$ cat src/rtl/indications_pkg.sv
// Shared types and colour constants for the life/status overlay.
package indications_pkg;

  typedef enum logic [1:0] {IDLE, LOSS, GAIN, DEAD} ind_state_t;

  localparam logic [7:0] ICON_BODY   = 8'hE0;
  localparam logic [7:0] ICON_BORDER = 8'h80;
  localparam logic [7:0] FLASH       = 8'hFC;
  localparam logic [7:0] DEAD_HI     = 8'hE0;
  localparam logic [7:0] DEAD_LO     = 8'h60;
  localparam logic [7:0] TRANSPARENT = 8'h00;

  localparam int unsigned SCREEN_W = 640;
  localparam int unsigned SCREEN_H = 480;

  // Index width that never collapses to zero bits.
  function automatic int unsigned idx_width(input int unsigned n);
    return (n > 1) ? $clog2(n) : 1;
  endfunction

endpackage

$ cat src/rtl/icon_row_locator.sv
// Maps a pixel onto the icon row: row span, icon hit/index and border ring.
module icon_row_locator
  import indications_pkg::*;
#(
  parameter int unsigned MAX_LIFE  = 8,
  parameter int unsigned ICON_SIZE = 16,
  parameter int unsigned ICON_GAP  = 4,
  parameter int unsigned ORIGIN_X  = 16,
  parameter int unsigned ORIGIN_Y  = 16,
  localparam int unsigned IDX_W    = idx_width(MAX_LIFE)
) (
  input  logic [10:0]      pixel_x,
  input  logic [10:0]      pixel_y,
  output logic             in_row,
  output logic             in_icon,
  output logic [IDX_W-1:0] icon_idx,
  output logic             on_border
);

  localparam int unsigned PITCH = ICON_SIZE + ICON_GAP;
  localparam logic [10:0] X_START = 11'(ORIGIN_X);
  localparam logic [10:0] X_END   = 11'(ORIGIN_X + MAX_LIFE * ICON_SIZE + (MAX_LIFE - 1) * ICON_GAP);
  localparam logic [10:0] Y_TOP   = 11'(ORIGIN_Y);
  localparam logic [10:0] Y_BOT   = 11'(ORIGIN_Y + ICON_SIZE);
  localparam logic [10:0] SIZE    = 11'(ICON_SIZE);

  logic        y_hit;
  logic [10:0] x0;

  always_comb begin
    y_hit     = (pixel_y >= Y_TOP) && (pixel_y < Y_BOT);
    in_row    = y_hit && (pixel_x >= X_START) && (pixel_x < X_END);
    in_icon   = 1'b0;
    icon_idx  = '0;
    on_border = 1'b0;
    x0        = '0;
    // Icons never overlap, so at most one iteration can hit.
    for (int unsigned i = 0; i < MAX_LIFE; i++) begin
      x0 = 11'(ORIGIN_X + i * PITCH);
      if (y_hit && (pixel_x >= x0) && (pixel_x < x0 + SIZE)) begin
        in_icon   = 1'b1;
        icon_idx  = IDX_W'(i);
        on_border = (pixel_x == x0) || (pixel_x == x0 + SIZE - 11'd1) ||
                    (pixel_y == Y_TOP) || (pixel_y == Y_BOT - 11'd1);
      end
    end
  end

endmodule

$ cat src/rtl/life_indicator_animated.sv
// Life icon overlay with loss blink, gain flash and game-over bar; life sampled per frame.
module life_indicator_animated
  import indications_pkg::*;
#(
  parameter int unsigned MAX_LIFE    = 8,
  parameter int unsigned LIFE_W      = 4,
  parameter int unsigned ICON_SIZE   = 16,
  parameter int unsigned ICON_GAP    = 4,
  parameter int unsigned ORIGIN_X    = 16,
  parameter int unsigned ORIGIN_Y    = 16,
  parameter int unsigned ANIM_FRAMES = 60,
  parameter int unsigned BLINK_HALF  = 8
) (
  input  logic              clk,
  input  logic              reset,
  input  logic              startOfFrame,
  input  logic [10:0]       pixelX,
  input  logic [10:0]       pixelY,
  input  logic [LIFE_W-1:0] life,
  output logic              drawIndications,
  output logic [7:0]        RGBIndications,
  output logic              gameOver
);

  localparam int unsigned IDX_W     = idx_width(MAX_LIFE);
  localparam int unsigned SHOWN_W   = $clog2(MAX_LIFE + 1);
  localparam int unsigned CNT_MAX   = (ANIM_FRAMES > 2 * BLINK_HALF) ? ANIM_FRAMES : 2 * BLINK_HALF;
  localparam int unsigned CNT_W     = idx_width(CNT_MAX);
  localparam int unsigned ROW_RIGHT = ORIGIN_X + MAX_LIFE * ICON_SIZE + (MAX_LIFE - 1) * ICON_GAP;
  localparam bit          ROW_FITS  = (ROW_RIGHT <= SCREEN_W) && (ORIGIN_Y + ICON_SIZE <= SCREEN_H);

  ind_state_t         state;
  logic [SHOWN_W-1:0] shown;
  logic [SHOWN_W-1:0] lost_idx;
  logic [SHOWN_W-1:0] life_c;
  logic [CNT_W-1:0]   frame_cnt;
  logic               primed;
  logic               blink_on;
  logic               in_row;
  logic               in_icon;
  logic               on_border;
  logic [IDX_W-1:0]   icon_idx;
  logic               draw_next;
  logic [7:0]         rgb_next;

  icon_row_locator #(
    .MAX_LIFE (MAX_LIFE),
    .ICON_SIZE(ICON_SIZE),
    .ICON_GAP (ICON_GAP),
    .ORIGIN_X (ORIGIN_X),
    .ORIGIN_Y (ORIGIN_Y)
  ) u_locator (
    .pixel_x  (pixelX),
    .pixel_y  (pixelY),
    .in_row   (in_row),
    .in_icon  (in_icon),
    .icon_idx (icon_idx),
    .on_border(on_border)
  );

  always_comb begin
    life_c = (32'(life) > MAX_LIFE) ? SHOWN_W'(MAX_LIFE) : SHOWN_W'(life);
  end

  assign blink_on = ((32'(frame_cnt) / BLINK_HALF) % 2) == 0;
  assign gameOver = (state == DEAD);

  always_comb begin
    draw_next = 1'b0;
    rgb_next  = TRANSPARENT;
    if (state == DEAD) begin
      if (in_row) begin
        draw_next = 1'b1;
        rgb_next  = blink_on ? DEAD_HI : DEAD_LO;
      end
    end else if (in_icon) begin
      if (32'(icon_idx) < 32'(shown)) begin
        draw_next = 1'b1;
        rgb_next  = on_border ? ICON_BORDER :
                    ((state == GAIN) && blink_on) ? FLASH : ICON_BODY;
      end else if ((state == LOSS) && (32'(icon_idx) == 32'(lost_idx)) && blink_on) begin
        draw_next = 1'b1;
        rgb_next  = on_border ? ICON_BORDER : ICON_BODY;
      end
    end
  end

  always_ff @(posedge clk) begin
    if (reset) begin
      state           <= IDLE;
      shown           <= '0;
      lost_idx        <= '0;
      frame_cnt       <= '0;
      primed          <= 1'b0;
      drawIndications <= 1'b0;
      RGBIndications  <= TRANSPARENT;
    end else begin
      drawIndications <= draw_next;
      RGBIndications  <= rgb_next;
      if (startOfFrame) begin
        shown  <= life_c;
        primed <= 1'b1;
        if (life_c == '0) begin
          if (state != DEAD) begin
            state     <= DEAD;
            frame_cnt <= '0;
          end else begin
            frame_cnt <= (32'(frame_cnt) >= 2 * BLINK_HALF - 1) ? '0 : frame_cnt + CNT_W'(1);
          end
        end else if (!primed) begin
          // First sample after reset just loads the count; power-up is not a gain.
          state <= IDLE;
        end else if (state == DEAD) begin
          state     <= GAIN;
          frame_cnt <= '0;
        end else if (life_c < shown) begin
          state     <= LOSS;
          lost_idx  <= life_c;
          frame_cnt <= '0;
        end else if (life_c > shown) begin
          state     <= GAIN;
          frame_cnt <= '0;
        end else if ((state == LOSS) || (state == GAIN)) begin
          if (32'(frame_cnt) >= ANIM_FRAMES - 1) state <= IDLE;
          else frame_cnt <= frame_cnt + CNT_W'(1);
        end
      end
    end
  end

  always_ff @(posedge clk) begin
    assert (ROW_FITS) else $error("icon row does not fit inside 640x480");
  end

endmodule

$ cat config.mk
export PLATFORM = sky130hd
export DESIGN_NAME = life_indicator_animated
export DESIGN_NICKNAME = d
export VERILOG_FILES = /design/src/rtl/indications_pkg.sv /design/src/rtl/icon_row_locator.sv /design/src/rtl/life_indicator_animated.sv
export SDC_FILE = /design/constraint.sdc
export NUM_CORES = 1
export LEC_CHECK = 0
export CAP_MARGIN = 15
export CORE_ASPECT_RATIO = 1.4
export CORE_UTILIZATION = 47
export DETAILED_ROUTE_END_ITERATION = 10
export PLACE_DENSITY_LB_ADDON = 0.05
export SYNTH_ARGS = -nofsm -noshare
export SYNTH_HDL_FRONTEND = slang
export SYNTH_SLANG_ARGS = --single-unit
export TNS_END_PERCENT = 100
$ cat constraint.sdc
create_clock -name clk -period 2.68 [get_ports clk]
set_input_delay 0.536 -clock clk [delete_from_list [all_inputs] [get_ports clk]]
set_output_delay 0.536 -clock clk [all_outputs]
set_load 0.05 [all_outputs]
==> impl_metrics.csv, run 1 <==
group,metric,value,unit
clock_tree,cts_tree,"built",
placement,place_congestion,0.943,
logic_synthesis,ys_seq_area_frac,0.209,
power_and_ir_drop,finalPower,803,uW
finish,drive_above_1_share,0.383,
logic_synthesis,synth_edf_count,0,
placement,port_buffers,36,
floorplanning,coreArea,0.00402,sq mm
finish,regArea,420,sq um
clock_tree,cts.sinks,21,
logic_synthesis,synth_area,0.00201,sq mm
clock_tree,root_buffer,"clkbuf_8",
logic_synthesis,syn_inst,240,
finish,multiInputGateArea,0.00156,sq mm
outcome,outcome,"complete, but fails checks",
critical_path,cp_max_fo,3,
placement,dp_cells,367,
power_and_ir_drop,p_per_area,272,mW/mm^2
routing,dr.pass1.iters,7,
global_routing,grt_max_degree,14,
finish,instances_no_fill,375,
finish,fin_nets,372,
finish,num-fill-cells,331,
global_routing,grt_pass1_wl,9210,um
sta,setup_viol,0,
flow_run,cap_violations,0,
power_and_ir_drop,ir_drop,0.000260,V
critical_path,cp-start-kind,"input port",
floorplanning,num_rows,27,
logic_synthesis,yosys_warnings,0,
placement,post-dp-hpwl,4520,um
critical_path,end_kind,"flop",
sta,finalHoldViolCount,0,
logic_synthesis,synth.distinct_cells,71,
sta,final_max_slew_viol_count,0,
power_and_ir_drop,intPower,561,uW
routing,drcViolationCount,3,
routing,drtIter0Drc,99,
floorplanning,start_util,0.500,
logic_synthesis,synth_seq_cells,21,
floorplanning,die_x,57.3,um
critical_path,worstPathRequired,2.86,ns
logic_synthesis,synth_top_area_share,0.209,
logic_synthesis,synth_area_per_cell,8.37,sq um
clock_tree,clock_latency,0.25,ns
sta,fin_setup_tns,0,ns
floorplanning,dieArea,0.00454,sq mm
critical_path,criticalPathCategory,"input port to flop",
sta,layout_min_cycle_time,2.61,ns
sta,timing.hold.ws,0.474,ns
clock_tree,htreeDepth,1,
sta,relSlewSlack,0.655,
finish,syn_to_final_growth,46.8,%
clock_tree,clockBufferDepth,2,
power_and_ir_drop,power.switching,243,uW
clock_tree,clk_pin_slew,0.08,ns
logic_synthesis,synth_area_leaders,"dfxtp_1, ha_1, clkbuf_8",
worst_hold_path,hold_class,"flop to flop",
power_and_ir_drop,switching_share,0.302,
floorplanning,die_y,79.4,um
routing,routed_wl,5650,um
global_routing,grt_pass1_vias,2200,
critical_path,worstPathArrival,2.79,ns
routing,ant_nets,0,
logic_synthesis,synth_ff_type,"dfxtp_1",
global_routing,overflow,0,
logic_synthesis,async_flop_share,0,
power_and_ir_drop,p_clk_frac,0.252,
sta,rsz0062_at_grt,"no",
clock_tree,hold_buffers,0,
power_and_ir_drop,pwr-share-comb,0.340,
routing,wl_per_cell,15.1,um
global_routing,antenna_found_initial,0,
power_and_ir_drop,pwr-share-seq,0.408,
outcome,violations,"DRC",
floorplanning,io_pins,39,
routing,vias,2144,
critical_path,r2r_setup_slack,0.48,ns
sta,skew,0.00288,ns
clock_tree,cts_made_buffers,3,
power_and_ir_drop,leakagePower,0.00126,uW
routing,post_drt_via_cell_ratio,5.72,
logic_synthesis,synth_top_area_cell,"dfxtp_1",
sta,worst_pin_slew,0.515,ns
sta,fmax,0.384,GHz
sta,finalCritPeriodShare,0.973,
finish,antennaDiodeCount,0,
global_routing,track_usage,0.253,
-- cells by family after synthesis --
logic type / Yosys count / synth area share
adders and majority gates: 10 / 0.0623
other: 1 / 0.00187
AOI/OAI and AO/OA: 64 / 0.238
buffers and inverters: 26 / 0.0996
xor gates and xnor gates: 5 / 0.0218
and+or+nand+nor: 104 / 0.320
muxes: 9 / 0.0467
DFF: 21 / 0.209
-- sequential cells by signal, indices dropped and copies added (netlist names) --
| signal | flops |
|---|---|
| lost_idx | 4 |
| primed | 1 |
| state | 2 |
| frame_cnt | 6 |
| RGBIndications | 3 |
| drawIndications | 1 |
| shown | 4 |
-- per-stage QoR --
| stage | area [sq um] | worst slack (ns) | utilization |
|---|---|---|---|
| 3_5_place_dp | 2750 | -0.685 | 0.683 |
| 3_3_place_gp | 2750 | -0.653 | 0.683 |
| 2_1_floorplan | 2010 | 0.0451 | - |
| 6_report | 2950 | 0.0727 | 0.734 |
| 5_1_grt | 2950 | 0.00685 | 0.734 |
| 4_1_cts | 2860 | 0.0110 | 0.710 |
-- synthesized netlist by cell type (4+ instances only) --
cell	instances
a211oi_1	4
inv_1	8
o21a_1	5
nor2_1	17
dfxtp_1	21
nand2b_1	6
a21oi_1	13
clkbuf_8	6
nand3_1	5
nor4_1	4
o21ai_0	7
nor3_1	5
buf_4	5
nand4_1	6
ha_1	10
nor2b_1	8
nand2_1	18
o211ai_1	4
mux2i_1	8
-- critical path, cell delays in order --
cell and delay (ns):
buf_2 0.12, nor4_4 0.32, and3_4 0.23, or4b_4 0.49
o311ai_4 0.10, ha_4 0.25, a21oi_2 0.12, nor2_1 0.06
nor2_1 0.12, o221ai_2 0.12, o41a_1 0.17, o22ai_1 0.14
-- power groups by stage --
stage                     Combinational [uW]  Clock (uW)  Sequential (uW)
final                                    273         203              327
after global placement                   251           0              334
after floorplan                          135           0              333
after CTS                                255         207              327
after global routing                     296         222              328
after detailed placement                 254           0              335
-- area by class of cell --
cell class                 instances  share of cell area
clock buffer                       3              0.0140
tap                               43              0.0182
multi-input combinational        194               0.528
clock inverter                     1             0.00170
inverter                           8              0.0102
sequential                        21               0.142
timing repair buffer             105               0.286
-- layout by cell type, fill, tap and decap left out, drive strengths merged, types with 5 or more instances in the layout --
master,count
nor4,5
o21a,5
dlygate4sd2,5
nand3,5
nand4,6
or4,5
mux2i,9
nor2,17
a21oi,13
inv,8
dfxtp,21
ha,10
nand2b,6
nor2b,8
nor3,7
buf,70
nand2,18
clkdlybuf4s50,18
clkbuf,10
o21ai,11
-- routing by layer --
layer	vias up	share of wire	global-route usage
met5	-	0	0
met2	38	0.58	0.520
met3	8	0.017	0.00651
met4	0	0.015	0.0902
li1	1086	-	-
met1	1012	0.39	0.264
-- path summary, 6_finish.rpt --
path	from	end	depth (start not counted)
setup / recovery	pixelY[10]	RGBIndications[6]$_SDFF_PP0_	12
hold / removal	frame_cnt[1]$_SDFFE_PP0P_	frame_cnt[1]$_SDFFE_PP0P_	2
setup reg to reg	shown[1]$_SDFFE_PP0P_	frame_cnt[4]$_SDFFE_PP0P_	9
hold reg to reg	frame_cnt[1]$_SDFFE_PP0P_	frame_cnt[1]$_SDFFE_PP0P_	2
-- timing repair --
item | 4_1_cts | 5_1_grt
endpoints found under the setup margin | 9 | 11
pin swaps | 14 | 21
setup buffers | 3 | 1
resized for setup | 29 | 39
Note: power is estimated with default switching activity, not from simulation.
==> run 2, diff against run 1 <==
==> constraint.sdc (replaced) <==
create_clock -name clk -period 3.3 [get_ports clk]
set_input_delay 0.66 -clock clk [delete_from_list [all_inputs] [get_ports clk]]
set_output_delay 0.66 -clock clk [all_outputs]
set_load 0.05 [all_outputs]
==> run 2 against run 1 <==
Compared with the run above:
- the run still ends with DRC left
- global-route usage fell by 1.5 points
- via count down 5.1%
- cell area decreased by 12%
- sequential cell count stayed put
- largest cell class unchanged
==> impl_metrics.csv, run 2 (same netlist as run 1, synthesis figures left out) <==
group,metric,value,unit
clock_tree,clockBufferDepth,2,
clock_tree,hold_buffers,0,
finish,final_cell_mix,"buf_4, clkdlybuf4s50_1, dfxtp_1",
critical_path,worstPathRequired,3.48,ns
finish,regArea,420,sq um
clock_tree,root_buffer,"clkbuf_8",
critical_path,cp_slowest_cell,"or4b_4",
critical_path,cp_max_fo,3,
routing,ant_nets,0,
critical_path,cp_slowest_stage_delay,0.49,ns
floorplanning,die_x,57.3,um
floorplanning,io_pins,39,
finish,multiInputGateArea,0.00141,sq mm
clock_tree,clock_latency,0.26,ns
global_routing,antenna_found_initial,0,
finish,largest_reg_flops,6,
routing,dr.pass1.iters,7,
routing,vias,2034,
finish,syn_to_final_growth,29.6,%
global_routing,track_usage,0.239,
floorplanning,coreArea,0.00402,sq mm
finish,drive_above_1_share,0.219,
floorplanning,dieArea,0.00454,sq mm
sta,relSlewSlack,0.506,
finish,reg.largest.list,"frame_cnt (6), lost_idx (4), shown (4)",
clock_tree,cts_made_buffers,3,
power_and_ir_drop,ir_drop,0.000166,V
sta,finalHoldViolCount,0,
finish,fin_nets,341,
global_routing,grt_pass1_vias,1939,
finish,instances_no_fill,344,
critical_path,crit_chain,"clkdlybuf4s50_1 -> nor4_4 -> and3_2 -> or4b_4 -> o311ai_4 -> ha_1 -> a21oi_1 -> nor2_1 -> nor2_1 -> o221ai_1 -> o41a_1 -> a21oi_1",
routing,routed_wl,5190,um
placement,post-dp-hpwl,4300,um
sta,timing.hold.ws,0.476,ns
floorplanning,start_util,0.500,
routing,drcViolationCount,4,
routing,drtIter0Drc,114,
clock_tree,htreeDepth,1,
sta,finalCritPeriodShare,0.943,
finish,layout.cells.most_common,"buf_4",
critical_path,end_kind,"flop",
floorplanning,die_y,79.4,um
routing,post_drt_via_cell_ratio,5.91,
placement,place_congestion,0.941,
critical_path,cp-start-kind,"input port",
finish,num-fill-cells,388,
global_routing,overflow,0,
finish,antennaDiodeCount,0,
sta,rsz0062_at_grt,"no",
finish,top_register,"frame_cnt",
sta,layout_min_cycle_time,3.11,ns
sta,worst_pin_slew,0.738,ns
power_and_ir_drop,leakagePower,0.00102,uW
clock_tree,clk_pin_slew,0.08,ns
worst_hold_path,hold_class,"flop to flop",
floorplanning,num_rows,27,
critical_path,criticalPathCategory,"input port to flop",
critical_path,worstPathArrival,3.29,ns
sta,setup_viol,0,
clock_tree,cts_tree,"built",
sta,final_max_slew_viol_count,0,
power_and_ir_drop,p_per_area,239,mW/mm^2
placement,dp_cells,340,
outcome,violations,"DRC",
routing,wl_per_cell,15.1,um
flow_run,cap_violations,0,
global_routing,grt_pass1_wl,8530,um
sta,skew,0.00155,ns
placement,port_buffers,36,
clock_tree,cts.sinks,21,
sta,fmax,0.321,GHz
global_routing,grt_max_degree,20,
outcome,outcome,"complete, but fails checks",
==> run 2: final cells by class <==
| cell class | instances | share of cell area |
|---|---|---|
| clock buffer | 3 | 0.0159 |
| inverter | 8 | 0.0115 |
| clock inverter | 1 | 0.00192 |
| tap | 43 | 0.0207 |
| sequential | 21 | 0.161 |
| timing repair buffer | 74 | 0.248 |
| multi-input combinational | 194 | 0.541 |
==> run 2: per-stage QoR <==
stage | instance area [sq um] | utilization | TNS, ns | setup WS, ns | total power [uW]
5_1_grt | 2600 | 0.648 | 0 | 0.0624 | 656
2_1_floorplan | 2010 | - | 0 | 0.541 | 380
3_3_place_gp | 2540 | 0.632 | -0.677 | -0.187 | 453
4_1_cts | 2590 | 0.644 | 0 | 0.00395 | 623
3_5_place_dp | 2540 | 0.632 | -0.908 | -0.255 | 454
6_report | 2600 | 0.648 | 0 | 0.189 | 622
==> run 2: critical path, delay by kind of cell <==
| family | cells | cell delay [ns] |
|---|---|---|
| buffers and inverters | 1 | 0.46 |
| AO/OA/AOI/OAI | 5 | 0.68 |
| adder cells (fa/ha/maj) | 1 | 0.29 |
| AND/OR/NAND/NOR | 5 | 1.18 |
==> run 2: path summary, 6_finish.rpt <==
kind	from	cells past startpoint	slack [ns]	end
max	pixelY[6]	12	0.19	RGBIndications[7]$_SDFF_PP0_
min	frame_cnt[1]$_SDFFE_PP0P_	2	0.48	frame_cnt[1]$_SDFFE_PP0P_
max reg2reg	shown[1]$_SDFFE_PP0P_	9	0.96	lost_idx[3]$_SDFFE_PP0P_
min reg2reg	frame_cnt[1]$_SDFFE_PP0P_	2	0.48	frame_cnt[1]$_SDFFE_PP0P_
==> run 2: what timing repair did <==
action                     in CTS  in global routing
resized for setup               0                  2
setup buffers                   0                  0
setup endpoints to repair       0                  4
==> run 2: per-layer routing <==
layer / part of all wire / global-route usage / vias up
met5: 0 / 0 / -
met4: 0.024 / 0.0927 / 0
met3: 0.019 / 0.0244 / 8
met2: 0.56 / 0.485 / 38
met1: 0.40 / 0.239 / 962
li1: - / - / 1026
==> run 2: power breakdown <==
group	switching [uW]	total (uW)	internal [uW]
Sequential	5.74	266	260
Clock	87.2	171	84.1
Combinational	92.5	185	92.8
==> run 3, diff against run 2 <==
--- a/config.mk
+++ b/config.mk
@@ -7,6 +7,7 @@
 export LEC_CHECK = 0
 export CAP_MARGIN = 15
 export CORE_ASPECT_RATIO = 1.4
+export CORE_MARGIN = 2
 export CORE_UTILIZATION = 47
 export DETAILED_ROUTE_END_ITERATION = 10
 export PLACE_DENSITY_LB_ADDON = 0.05
==> run 3 against run 2 <==
Compared with the run above:
- the flow now finishes without violations
- die area is 6.1% higher
- clock power is 5% lower
- non-clock buffer count is 6 lower
- register-to-register slack hardly changed
- critical path depth stayed put
- critical path type unchanged
==> impl_metrics.csv, run 3 (same netlist as run 1, synthesis figures left out) <==
group,metric,value,unit
outcome,outcome,"finished clean",
floorplanning,dieArea,0.00482,sq mm
floorplanning,coreArea,0.00417,sq mm
power_and_ir_drop,p_per_area,239,mW/mm^2
sta,finalHoldViolCount,0,
sta,finalWorstSetupSlack,0.128,ns
finish,largest_reg_flops,6,
critical_path,reg2reg_to,"lost_idx[2]$_SDFFE_PP0P_",
finish,multiInputGateArea,0.00140,sq mm
floorplanning,start_util,0.482,
sta,worst_pin_slew,0.743,ns
finish,layout.cells.most_common,"clkdlybuf4s50_1",
critical_path,cp-start-kind,"input port",
worst_hold_path,hp-start,"frame_cnt[1]$_SDFFE_PP0P_",
sta,rsz0062_at_grt,"no",
floorplanning,num_rows,28,
sta,relSlewSlack,0.503,
finish,syn_to_final_growth,27.0,%
power_and_ir_drop,ir_drop,0.000116,V
routing,drtIter0Drc,103,
worst_hold_path,holdPathStages,2,
flow_run,cap_violations,0,
routing,dr.pass1.iters,4,
floorplanning,io_pins,39,
sta,timing.hold.ws,0.479,ns
sta,skew,0.00346,ns
placement,place_congestion,0.960,
sta,layout_min_cycle_time,3.17,ns
floorplanning,die_x,59.3,um
power_and_ir_drop,leakagePower,0.000992,uW
clock_tree,cts_tree,"built",
finish,regArea,420,sq um
sta,final_max_slew_viol_count,0,
global_routing,grt_max_degree,20,
critical_path,crit_family,"simple AND/OR/NAND/NOR gates",
worst_hold_path,hold_class,"flop to flop",
critical_path,criticalPathCategory,"input port to flop",
routing,wl_per_cell,15.0,um
global_routing,track_usage,0.224,
floorplanning,die_y,81.4,um
routing,post_drt_via_cell_ratio,5.82,
critical_path,cp_max_fo,3,
placement,post-dp-hpwl,4340,um
critical_path,r2r-start,"shown[1]$_SDFFE_PP0P_",
routing,drcViolationCount,0,
clock_tree,root_buffer,"clkbuf_8",
critical_path,reg2regPathDepth,9,
finish,top_register,"frame_cnt",
critical_path,cp_slowest_cell,"or4b_4",
placement,dpl_worst_slack,-0.252,ns
worst_hold_path,holdPathEnd,"frame_cnt[1]$_SDFFE_PP0P_",
clock_tree,cts_made_buffers,3,
clock_tree,htreeDepth,1,
critical_path,crit_chain,"clkdlybuf4s50_1 -> nor4_2 -> and3_2 -> or4b_4 -> o311ai_4 -> ha_1 -> a21oi_1 -> nor2_1 -> nor2_1 -> o221ai_1 -> o41a_1 -> a21oi_1",
global_routing,grt_pass1_wl,8440,um
critical_path,r2r_setup_slack,0.97,ns
clock_tree,clockBufferDepth,2,
finish,final_cell_mix,"clkdlybuf4s50_1, buf_4, dfxtp_1",
finish,reg.largest.list,"frame_cnt (6), lost_idx (4), shown (4)",
sta,setup_viol,0,
finish,fin_nets,335,
routing,routed_wl,5100,um
critical_path,cp_slowest_stage_delay,0.50,ns
finish,drive_above_1_share,0.200,
finish,post-route-util,0.612,
global_routing,antenna_found_initial,0,
routing,vias,1980,
routing,ant_nets,0,
critical_path,worstPathRequired,3.47,ns
sta,finalCritPeriodShare,0.961,
global_routing,grt_pass1_vias,1908,
finish,antennaDiodeCount,0,
clock_tree,clk_pin_slew,0.07,ns
critical_path,worstPathArrival,3.34,ns
critical_path,crit_buf_inv,1,
global_routing,overflow,0,
sta,fmax,0.315,GHz
critical_path,end_kind,"flop",
clock_tree,cts.sinks,21,
placement,port_buffers,36,
clock_tree,clock_latency,0.25,ns
finish,num-fill-cells,406,
-- run 3: cell count changes in the layout (fill, tap and decap cells not counted), sizes merged --
cell / delta
buf: -6
clkinv: -1
clkbuf: +1
-- run 3: cell type report --
class,count,area share
multi-input cells,194,0.548
repair buffers,68,0.235
clock buffers,4,0.0177
flip-flops and latches,21,0.165
inverters,8,0.0118
well taps,45,0.0221
-- run 3: how the worst max path moves through the flow --
stage | startpoint | endpoint | slack [ns] | cells past startpoint
global placement | pixelY[6] | RGBIndications[7]$_SDFF_PP0_ | -0.18 | 12
detailed placement | pixelY[6] | RGBIndications[7]$_SDFF_PP0_ | -0.25 | 12
finish | pixelY[6] | RGBIndications[7]$_SDFF_PP0_ | 0.13 | 12
global route | pixelY[6] | RGBIndications[7]$_SDFF_PP0_ | 0.01 | 12
CTS | pixelY[6] | RGBIndications[7]$_SDFF_PP0_ | 0.002 | 12
floorplan | pixelY[6] | drawIndications$_SDFF_PP0_ | 0.54 | 11
-- run 3: layer usage --
| layer | global-route usage | up-vias | wire [um] | part of all wire |
|---|---|---|---|---|
| li1 | - | 1012 | - | - |
| met1 | 0.231 | 925 | 1980 | 0.39 |
| met2 | 0.442 | 29 | 2880 | 0.56 |
| met3 | 0.0143 | 14 | 57 | 0.011 |
| met4 | 0.100 | 0 | 184 | 0.036 |
| met5 | 0 | - | 0 | 0 |
-- run 3: through the flow --
step	area [sq um]	std cells	setup TNS, ns	total power (uW)
5_1_grt	2550	340	0	643
4_1_cts	2540	340	0	613
3_3_place_gp	2500	336	-0.694	450
3_5_place_dp	2500	336	-0.928	451
2_1_floorplan	2010	241	0	380
6_report	2550	340	0	609
-- run 3: tightest hold or removal path: stages (launching register included) --
cell and delay (ns):
dfxtp_1 0.32, nand2_1 0.06, a21boi_1 0.05
-- run 3: what timing repair did --
action | in CTS | in global routing
buffers inserted | 0 | 0
setup endpoints to repair | 0 | 3
resized for setup | 0 | 1
hold buffers | 0 | 0
-- run 3: report_power, final --
part | total, uW | switching [uW] | internal, uW | leakage [uW]
combinational | 181 | 91.6 | 89.3 | 0.000799
clock | 162 | 76.7 | 85.7 | 0.0000228
sequential | 266 | 5.66 | 260 | 0.000170
total | 609 | 174 | 435 | 0.000992
